`config.mk`:
```
export PLATFORM = sky130hd
export DESIGN_NAME = sobel_ctrl_flat
export DESIGN_NICKNAME = d
export VERILOG_FILES = /design/src/rtl/sobel_ctrl_if.sv /design/src/rtl/sobel_ctrl.sv /design/src/flat_wrapper.sv
export SDC_FILE = /design/constraint.sdc
export NUM_CORES = 1
export LEC_CHECK = 0
export CAP_MARGIN = 20
export CORE_ASPECT_RATIO = 1.25
export CORE_UTILIZATION = 32
export CTS_CLUSTER_DIAMETER = 80
export DETAILED_ROUTE_END_ITERATION = 12
export GPL_ROUTABILITY_DRIVEN = 0
export MAX_ROUTING_LAYER = met4
export PLACE_DENSITY_LB_ADDON = 0.2
export SYNTH_ARGS = -nofsm -noshare
export SYNTH_HDL_FRONTEND = slang
export SYNTH_SLANG_ARGS = --single-unit
```
`constraint.sdc`:
```
create_clock -name clk -period 2.7 [get_ports clk]
set_input_delay 0.675 -clock clk [delete_from_list [all_inputs] [get_ports clk]]
set_output_delay 0.675 -clock clk [all_outputs]
set_load 0.02 [all_outputs]
```
`src/rtl/sobel_ctrl_if.sv`:
```
// rtl/sobel_ctrl_if.sv - handshake, line-buffer and status bundle for sobel_ctrl
//
// Purpose: groups every non-clock/reset signal of sobel_ctrl so the block and
// its environment connect through one port.
//
// Signals (direction seen from the controller, i.e. the slave modport):
//   start      in   single-cycle frame-start request
//   in_valid   in   upstream pixel available
//   in_ready   out  controller accepts a pixel this cycle
//   lb_wr_en   out  shift line buffers at lb_addr (r3<=r2, r2<=r1, r1<=pixel)
//   lb_addr    out  line-buffer column address
//   out_valid  out  3x3 window complete, Sobel result to be taken
//   out_ready  in   downstream takes the result
//   out_x      out  window-centre column of the current result
//   out_y      out  window-centre row of the current result
//   busy       out  frame in progress
//   done       out  one-cycle end-of-frame pulse
interface sobel_ctrl_if #(
  parameter int AW = 12
) ();

  logic          start;
  logic          in_valid;
  logic          in_ready;
  logic          lb_wr_en;
  logic [AW-1:0] lb_addr;
  logic          out_valid;
  logic          out_ready;
  logic [AW-1:0] out_x;
  logic [AW-1:0] out_y;
  logic          busy;
  logic          done;

  // Environment side: pixel source, result sink and frame sequencer.
  modport master (
    output start,
    output in_valid,
    output out_ready,
    input  in_ready,
    input  lb_wr_en,
    input  lb_addr,
    input  out_valid,
    input  out_x,
    input  out_y,
    input  busy,
    input  done
  );

  // Controller side.
  modport slave (
    input  start,
    input  in_valid,
    input  out_ready,
    output in_ready,
    output lb_wr_en,
    output lb_addr,
    output out_valid,
    output out_x,
    output out_y,
    output busy,
    output done
  );

endinterface

```
`src/rtl/sobel_ctrl.sv`:
```
// rtl/sobel_ctrl.sv - raster-scan window controller for a 3x3 Sobel datapath
//
// Purpose: accepts one pixel per handshake in raster order, steers the three
// line buffers, and announces a result each time a full 3x3 window is present
// (window centre at col-1,row-1 of the completing pixel).
//
// Parameters:
//   IMG_W  pixels per row (3..4096)
//   IMG_H  rows per image (3..4096)
//   AW     coordinate/address width, 2^AW >= max(IMG_W, IMG_H)
//
// Ports:
//   clk    single clock, rising edge
//   rst_n  asynchronous active-low reset
//   bus    sobel_ctrl_if slave: start, in_valid/in_ready, lb_wr_en/lb_addr,
//          out_valid/out_ready, out_x/out_y, busy, done
module sobel_ctrl #(
  parameter int IMG_W = 512,
  parameter int IMG_H = 512,
  parameter int AW    = 12
) (
  input  logic        clk,
  input  logic        rst_n,
  sobel_ctrl_if.slave bus
);

  typedef enum logic [1:0] {
    IDLE  = 2'd0,
    FILL  = 2'd1,
    RUN   = 2'd2,
    FLUSH = 2'd3
  } state_t;

  localparam logic [AW-1:0] COL_LAST  = AW'(IMG_W - 1);
  localparam logic [AW-1:0] ROW_LAST  = AW'(IMG_H - 1);
  localparam logic [AW-1:0] ROW_PRIME = AW'(1);
  localparam logic [AW-1:0] COL_WIN   = AW'(2);
  localparam logic [AW-1:0] ONE       = AW'(1);

  state_t        state;
  logic [AW-1:0] col;
  logic [AW-1:0] row;
  logic          out_valid_q;
  logic [AW-1:0] out_x_q;
  logic [AW-1:0] out_y_q;
  logic          done_q;

  logic          stall;
  logic          in_ready_c;
  logic          accept;
  logic          col_wrap;
  logic          window;
  logic          take;
  logic          drained;

  // A result that has not been taken blocks new pixels: accepting one could
  // complete another window and overwrite the pending coordinates.
  assign stall      = out_valid_q & ~bus.out_ready;
  assign in_ready_c = ((state == FILL) || (state == RUN)) & ~stall;
  assign accept     = bus.in_valid & in_ready_c;
  assign col_wrap   = (col == COL_LAST);
  // Rows 0 and 1 are only priming the buffers (FILL); in RUN every row is >= 2,
  // so only the column needs checking.
  assign window     = accept & (state == RUN) & (col >= COL_WIN);
  assign take       = out_valid_q & bus.out_ready;
  assign drained    = ~out_valid_q | bus.out_ready;

  always_ff @(posedge clk or negedge rst_n) begin
    if (!rst_n) begin
      state       <= IDLE;
      col         <= '0;
      row         <= '0;
      out_valid_q <= 1'b0;
      out_x_q     <= '0;
      out_y_q     <= '0;
      done_q      <= 1'b0;
    end else begin
      done_q <= 1'b0;

      // Result register: a new window may replace a result taken on this
      // same edge, so load has priority over clear.
      if (window) begin
        out_valid_q <= 1'b1;
        out_x_q     <= col - ONE;
        out_y_q     <= row - ONE;
      end else if (take) begin
        out_valid_q <= 1'b0;
      end

      if (accept) begin
        if (col_wrap) begin
          col <= '0;
          row <= row + ONE;
        end else begin
          col <= col + ONE;
        end
      end

      case (state)
        IDLE: begin
          if (bus.start) begin
            state <= FILL;
            col   <= '0;
            row   <= '0;
          end
        end
        FILL: begin
          if (accept && col_wrap && (row == ROW_PRIME)) begin
            state <= RUN;
          end
        end
        RUN: begin
          if (accept && col_wrap && (row == ROW_LAST)) begin
            state <= FLUSH;
          end
        end
        FLUSH: begin
          if (drained) begin
            state  <= IDLE;
            done_q <= 1'b1;
          end
        end
        default: state <= IDLE;
      endcase
    end
  end

  assign bus.in_ready  = in_ready_c;
  assign bus.lb_wr_en  = accept;
  assign bus.lb_addr   = col;
  assign bus.out_valid = out_valid_q;
  assign bus.out_x     = out_x_q;
  assign bus.out_y     = out_y_q;
  assign bus.busy      = (state != IDLE);
  assign bus.done      = done_q;

endmodule

```
`src/flat_wrapper.sv`:
```
// flat-port wrapper written by rule: the top's interface ports become plain ports
module sobel_ctrl_flat 
#(
  parameter int IMG_W = 512,
  parameter int IMG_H = 512,
  parameter int AW    = 12
)
  (clk, rst_n, bus_start, bus_in_valid, bus_out_ready, bus_in_ready, bus_lb_wr_en, bus_lb_addr, bus_out_valid, bus_out_x, bus_out_y, bus_busy, bus_done);
  sobel_ctrl_if #(.AW(AW)) bus_i ();
  input  logic clk;
  input  logic rst_n;
  input wire logic [$bits(bus_i.start)-1:0] bus_start;
  input wire logic [$bits(bus_i.in_valid)-1:0] bus_in_valid;
  input wire logic [$bits(bus_i.out_ready)-1:0] bus_out_ready;
  output wire logic [$bits(bus_i.in_ready)-1:0] bus_in_ready;
  output wire logic [$bits(bus_i.lb_wr_en)-1:0] bus_lb_wr_en;
  output wire logic [$bits(bus_i.lb_addr)-1:0] bus_lb_addr;
  output wire logic [$bits(bus_i.out_valid)-1:0] bus_out_valid;
  output wire logic [$bits(bus_i.out_x)-1:0] bus_out_x;
  output wire logic [$bits(bus_i.out_y)-1:0] bus_out_y;
  output wire logic [$bits(bus_i.busy)-1:0] bus_busy;
  output wire logic [$bits(bus_i.done)-1:0] bus_done;
  assign bus_i.start = bus_start;
  assign bus_i.in_valid = bus_in_valid;
  assign bus_i.out_ready = bus_out_ready;
  assign bus_in_ready = bus_i.in_ready;
  assign bus_lb_wr_en = bus_i.lb_wr_en;
  assign bus_lb_addr = bus_i.lb_addr;
  assign bus_out_valid = bus_i.out_valid;
  assign bus_out_x = bus_i.out_x;
  assign bus_out_y = bus_i.out_y;
  assign bus_busy = bus_i.busy;
  assign bus_done = bus_i.done;
  sobel_ctrl #(.IMG_W(IMG_W), .IMG_H(IMG_H), .AW(AW)) u_core (.clk(clk), .rst_n(rst_n), .bus(bus_i));
endmodule
```
==> results of run 1 <==
## layer usage
| layer | vias to the layer above | track usage (%) |
|---|---|---|
| met5 | - | - |
| met4 | 0 | 3.929 |
| met3 | 5 | 2.407 |
| met2 | 40 | 26.34 |
| met1 | 1085 | 20.08 |
| li1 | 1133 | - |
## repair_timing
action	in CTS	in global routing
hold endpoints to repair	0	0
endpoints found under the setup margin	2	0
hold buffers	0	0
gates resized for setup	2	0
## final timing paths
check	start	endpoint	slack, ps	depth (start not counted)
max	bus_out_ready	bus_lb_wr_en	170	5
min	rst_n	u_core.bus.lb_addr[4]$_DFF_PN0_	370	1
max reg2reg	u_core.state[0]$_DFFE_PN0P_	u_core.state[1]$_DFFE_PN0P_	350	7
min reg2reg	u_core.bus.out_x[9]$_DFFE_PN0P_	u_core.bus.out_x[9]$_DFFE_PN0P_	480	2
max in group asynchronous	rst_n	u_core.bus.out_x[0]$_DFFE_PN0P_	1680	2
min in group clk	u_core.bus.out_x[9]$_DFFE_PN0P_	u_core.bus.out_x[9]$_DFFE_PN0P_	480	2
## Yosys cell counts, drive strengths merged
cell     number  area, sq um
dfrtp        52         1301
nand2        40        150.1
nor2         33        123.9
o21ai        24        120.1
xnor2        22        192.7
clkbuf       17        63.81
nand3        14        70.07
xor2         13        113.9
ha           11        137.6
nor3         11        55.05
nor4         10        77.57
inv           8        30.03
a21oi         6        30.03
nand2b        5        31.28
nand4         5        31.28
nand4b        4        35.03
or3           4        25.02
a31oi         3        18.77
and2          3        18.77
and3          3        18.77
buf           3        21.27
mux2          2        22.52
nor3b         2        15.01
or4b          2        20.02
a211oi        1        12.51
a2bb2oi       1        8.760
nand3b        1        7.510
nor2b         1        6.260
nor4b         1        15.01
o31a          1        8.760
o31ai         1        7.510
or2           1        6.260
## through the flow
step / power [mW] / utilization, % / worst slack (ps) / cells / TNS [ps]
after CTS: 3.238 / 42.45 / 160.0 / 455 / 0
after floorplan: 2.004 / - / 313.6 / 305 / 0
after global placement: 2.675 / 41.14 / -75.42 / 447 / -75.42
after detailed placement: 2.706 / 41.14 / -110.6 / 447 / -121.9
final: 3.188 / 42.45 / 174.3 / 455 / 0
after global routing: 3.412 / 42.45 / 114.4 / 455 / 0
## logic make-up after synthesis
kind of cell    count (synthesis)  synth area share [%]
xor+xnor                       35                 10.96
simple gates                  140                 25.28
compound gates                 37                 7.383
fa+ha+maj                      11                 4.922
flops                          52                 46.53
mux                             2                0.8053
buf+inv                        28                 4.116
## state kept, by name, indices dropped and copies added (netlist names)
register and flops:
u_core.state 2, u_core.bus.lb_addr 12, u_core.bus.out_valid 1, u_core.bus.out_x 12
u_core.bus.done 1, u_core.bus.out_y 12, u_core.row 12
## cell usage in the layout, fill, tap and decap left out, drive strengths merged, types with 3 or more instances in the layout
cell           synthesis  layout
dfrtp                 52      52
clkdlybuf4s50          0      42
nand2                 40      40
nor2                  33      33
o21ai                 24      24
xnor2                 22      22
buf                    3      21
nand3                 14      14
xor2                  13      13
nor3                  11      11
ha                    11      11
nor4                  10      10
inv                    8       8
a21oi                  6       6
nand2b                 5       5
nand4                  5       5
clkbuf                17       5
nand4b                 4       4
or3                    4       4
and2                   3       3
and3                   3       3
a31oi                  3       3
## report_power, final
part | internal, mW | total (mW) | switching, mW
logic | 0.701 | 1.52 | 0.821
clock network | 0.275 | 0.536 | 0.262
registers | 0.992 | 1.13 | 0.138
## final cells by class
class / instances / area [sq um]
Fill cell: 875 / 4796
Multi-Input combinational cell: 225 / 1380
Sequential cell: 52 / 1301
Timing Repair Buffer: 65 / 593.1
Tap cell: 97 / 121.4
Clock buffer: 5 / 68.82
Clock inverter: 3 / 42.54
Inverter: 8 / 30.03
## worst register-to-register path, stage by stage (launching register included)
cell      delay [ps]
dfrtp_1          400
inv_1            100
ha_1             350
nand2_1          110
or3_1            380
o31a_1           320
a211oi_2         240
mux2_1           340
==> impl_results.md, run 1 <==
- Outcome: complete, no violations
- Global-route wire length before repair: 10,980 microns
- I/O Buffers: 45
- Maximum fanout along the worst path: 4
- Min cycle time layout: 2526 ps
- DP Area: 3428 sq um
- Met3 wire len: 197 microns
- Initial drt markers: 135
- Ant. Diodes: 0
- Fin crit share: 93.54%
- Share of cells above drive strength 1: 9.497%
- Leak: 1.570 nW
- Worst path slowest cell: clkdlybuf4s50_1
- Distinct cell type count after synthesis: 36
- Area grow syn2layout: 26.49%
- ANT nets after route: 0
- Initial antenna violation count: 0
- Nets: 373
- Fmax: 395.9 MHz
- Vias in the first global route: 2,179
- WP buf/inv: 3
- Critical Path AT: 1850 ps
- Design Area, Final: 3537 sq um
- Ys Warns: 0
- Unrepaired setup endpoints after global routing: false
- Critical Path, Cell by Cell: clkdlybuf4s50_1 > nand2b_1 > nand3_1 > inv_1 > dlygate4sd2_1
- Critical path class: input pin to primary output
- DR top layer: met4
- Largest net degree at the start of global routing: 35
- Maximum capacitance violations: 0
- Fin Clk Skew: 5.549 ps
- Clock transition at path regs: 90 ps
- Peak VDD IR: 0.0003894 V
- Cell Area, Synth: 2796 sq um
- Final WL: 6514 microns
- Met2 routed WL: 3228 microns
- Initial Util: 33.56%
- Vias per cell: 4.974
- DRC viols: 0
- Synth Instances: 305
- #FFs+latches synth: 52
- Post-DP HPWL: 4995 microns
- Total track usage: 15.78%
- CP Capture Type: primary output
- Cts bufs inserted: 5
- Avg WL per Cell: 14.32 microns
- Startpoint types: input pin
- Post-Syn Nets: 321
- Slew HR: 55.49%
- CTS tree: done
- Syn Area/Cell: 9.169 sq um
- Crit path required time: 2030 ps
- Critical path's top delay family: buffers and inverters
- PwrDens: 901.4 nW/um^2
- Die area: 9119 sq um
- Longest Clk Path Bufs: 2
- Core ar.: 8333 sq um
- H-tree depth: 2
- Die height: 106.5 microns
- CTS sink cnt: 52
- Via count: 2,263
- Fin. Hold Viols: 0
- Clock latency on the worst-skew pair: 300 ps
- Post-CTS Repair Setup Buffers: 0
- Die Span X: 85.61 microns
- Ports: 46
- Worst slew pin tran: 662.5 ps
- Max-slew violations: 0
- Hold WS: 374.3 ps
- Met1 wire length: 3013 microns
- Number of detailed-route iterations in the first pass: 4
- Final setup viols: 0
- Min-delay worst type: input pin to asynchronous set/reset pin
- GRT Residual Overflow: 0
- Clock Tree Root: clkbuf_8
- Max stage delay on crit path: 470 ps
- Sequential cell area fraction in the yosys report: 46.53%
- Num rows: 37
(Power assumes the default switching activity.)
==> run 2: changes to the inputs <==
--- a/config.mk
+++ b/config.mk
@@ -7,7 +7,7 @@
 export LEC_CHECK = 0
 export CAP_MARGIN = 20
 export CORE_ASPECT_RATIO = 1.25
-export CORE_UTILIZATION = 32
+export CORE_UTILIZATION = 36
 export CTS_CLUSTER_DIAMETER = 80
 export DETAILED_ROUTE_END_ITERATION = 12
 export GPL_ROUTABILITY_DRIVEN = 0
==> impl_results.md, run 2 (synthesis results as in run 1) <==
- Clock network fraction of total power: 16.8% (about the same)
- Leak: 1.571 nW (was 1.570 nW)
- Fill cells: 730 (was 875)
- Commonest non-fill, non-tap cell in the layout: dfrtp_1 (unchanged)
- Die Span X: 80.83 microns (was 85.61 microns)
- Worst r2r path cells: 7 (unchanged)
- Switch share: 37.99% (was 38.31%)
- Final setup viols: 0 (unchanged)
- Area grow syn2layout: 26.13% (was 26.49%)
- Register area: 1301 sq um (unchanged)
- Worst slew pin tran: 586.5 ps (was 662.5 ps)
- Worst path slowest cell: clkdlybuf4s50_1 (unchanged)
- Die height: 100.5 microns (was 106.5 microns)
- CP Capture Type: primary output (unchanged)
- Critical Path, Cell by Cell: clkdlybuf4s50_1 > nand2b_1 > nand3_1 > inv_1 > dlygate4sd2_1 (unchanged)
- Critical path class: input pin to primary output (unchanged)
- Cts bufs inserted: 5 (unchanged)
- CTS tree: done (unchanged)
- Hold WS: 277.2 ps (was 374.3 ps)
- PwrDens: 898.4 nW/um^2 (was 901.4 nW/um^2)
- Max-slew violations: 0 (unchanged)
- Fmax: 398.6 MHz (was 395.9 MHz)
- Min cycle time layout: 2509 ps (was 2526 ps)
- Logic pwr share: 47.4% (was 47.7%)
- Avg WL per Cell: 13.84 microns (was 14.32 microns)
- FF-to-FF Start: u_core.state[0]$_DFFE_PN0P_ (unchanged)
- Vias in the first global route: 2,214 (was 2,179)
- Register-to-register setup slack: 350 ps (about the same)
- I/O Buffers: 45 (unchanged)
- Outcome: complete, no violations (unchanged)
- Number of detailed-route iterations in the first pass: 4 (unchanged)
- Ports: 46 (unchanged)
- Ant. Diodes: 0 (unchanged)
- Maximum capacitance violations: 0 (unchanged)
- Nets: 373 (unchanged)
- CP Depth: 5 (unchanged)
- Worst flop-to-flop path endpoint: u_core.state[1]$_DFFE_PN0P_ (unchanged)
- Clock transition at path regs: 90 ps (about the same)
- Post-CTS Repair Setup Buffers: 0 (unchanged)
- Total power: 3.169 mW (was 3.188 mW)
- Slew HR: 60.54% (was 55.49%)
- Die area: 8127 sq um (was 9119 sq um)
- GRT Residual Overflow: 0 (unchanged)
- Num rows: 35 (was 37)
- Startpoint types: input pin (unchanged)
- Fin Clk Skew: 3.303 ps (was 5.549 ps)
- H-tree depth: 2 (unchanged)
- Clock Tree Root: clkbuf_8 (unchanged)
- Unrepaired setup endpoints after global routing: false (unchanged)
- Reg power frac: 35.7% (was 35.4%)
- DRC viols: 0 (unchanged)
- Vias per cell: 4.989 (was 4.974)
- Max stage delay on crit path: 470 ps (about the same)
- Fin. Hold Viols: 0 (unchanged)
- Crit path required time: 2030 ps (about the same)
- Initial antenna violation count: 0 (unchanged)
- Cell Int Power: 1.965 mW (was 1.967 mW)
- Most frequent cells in the layout: 52 x dfrtp_1, 42 x clkdlybuf4s50_1, 40 x nand2_1, 33 x nor2_1, 24 x o21ai_0 (unchanged)
- WP buf/inv: 3 (unchanged)
- Placed insts: 442 (was 447)
- Global-route wire length before repair: 10,720 microns (was 10,980 microns)
- Fin crit share: 92.93% (was 93.54%)
- Initial drt markers: 139 (was 135)
- Min-delay worst type: input pin to asynchronous set/reset pin (unchanged)
- Share of cells above drive strength 1: 9.218% (was 9.497%)
- Clock latency on the worst-skew pair: 300 ps (about the same)
- Maximum fanout along the worst path: 4 (unchanged)
- Core ar.: 7445 sq um (was 8333 sq um)
- Switch Pwr: 1.204 mW (was 1.221 mW)
- Via count: 2,245 (was 2,263)
- Initial Util: 37.56% (was 33.56%)
- Longest Clk Path Bufs: 2 (unchanged)
- Multi-input gate area: 1380 sq um (unchanged)
- Largest net degree at the start of global routing: 37 (was 35)
- Final WL: 6230 microns (was 6514 microns)
- Fin cells: 450 (was 455)
- ANT nets after route: 0 (unchanged)
- Critical Path AT: 1830 ps (was 1850 ps)
- CTS sink cnt: 52 (unchanged)
- Post-DP HPWL: 4779 microns (was 4995 microns)
- Critical path's top delay family: buffers and inverters (unchanged)
- Total track usage: 17.40% (was 15.78%)
- Peak VDD IR: 0.0005285 V (was 0.0003894 V)
[run 2: changes by cell type in the layout (fill, tap and decap cells not counted)]
cell        change
clkinvlp_4      -1
clkbuf_1        +1
[run 2: worst max-delay path by stage]
stage | start | endpoint | slack, ps
floorplan | u_core.bus.lb_addr[9]$_DFF_PN0_ | u_core.state[1]$_DFFE_PN0P_ | 310
finish | bus_out_ready | bus_lb_wr_en | 190
detailed placement | bus_out_ready | bus_lb_wr_en | -90
global placement | bus_out_ready | bus_lb_wr_en | -70
CTS | bus_out_ready | bus_lb_wr_en | 180
global route | bus_out_ready | bus_lb_wr_en | 70
[run 2: layout make-up]
cell class	count	area share, %
clock buffer	6	2.057
sequential	52	36.89
clock inverter	2	0.9933
tap	92	3.264
inverter	8	0.8514
multi-input combinational	225	39.13
timing repair buffer	65	16.81
[run 2: metrics by stage]
step           util (%)  TNS [ps]  instance area [sq um]  setup WS (ps)
2_1_floorplan         -         0                   2796          313.6
3_3_place_gp      45.97    -70.83                   3422         -70.83
3_5_place_dp      45.97    -86.12                   3422         -86.12
4_1_cts           47.38         0                   3527          180.5
5_1_grt           47.38         0                   3527          73.79
6_report          47.38         0                   3527          191.0
[run 2: repair_timing]
action / CTS / global route
setup endpoints to repair: 2 / 0
hold buffers: 0 / 0
gates resized for setup: 2 / 0
[run 2: power groups by stage]
stage | clock (mW) | sequential, mW | combinational (mW)
6_report | 0.534 | 1.13 | 1.50
5_1_grt | 0.581 | 1.17 | 1.65
4_1_cts | 0.549 | 1.14 | 1.52
3_3_place_gp | 0 | 1.15 | 1.52
2_1_floorplan | 0 | 1.37 | 0.629
3_5_place_dp | 0 | 1.16 | 1.53
[run 2: metal layers]
metal  vias to the layer above  share of wire, %  track usage [%]
li1                       1135                 -                -
met1                      1042                47            22.41
met2                        58                47            26.96
met3                        10               3.7            2.624
met4                         0               2.2            7.555
met5                         -                 0                -
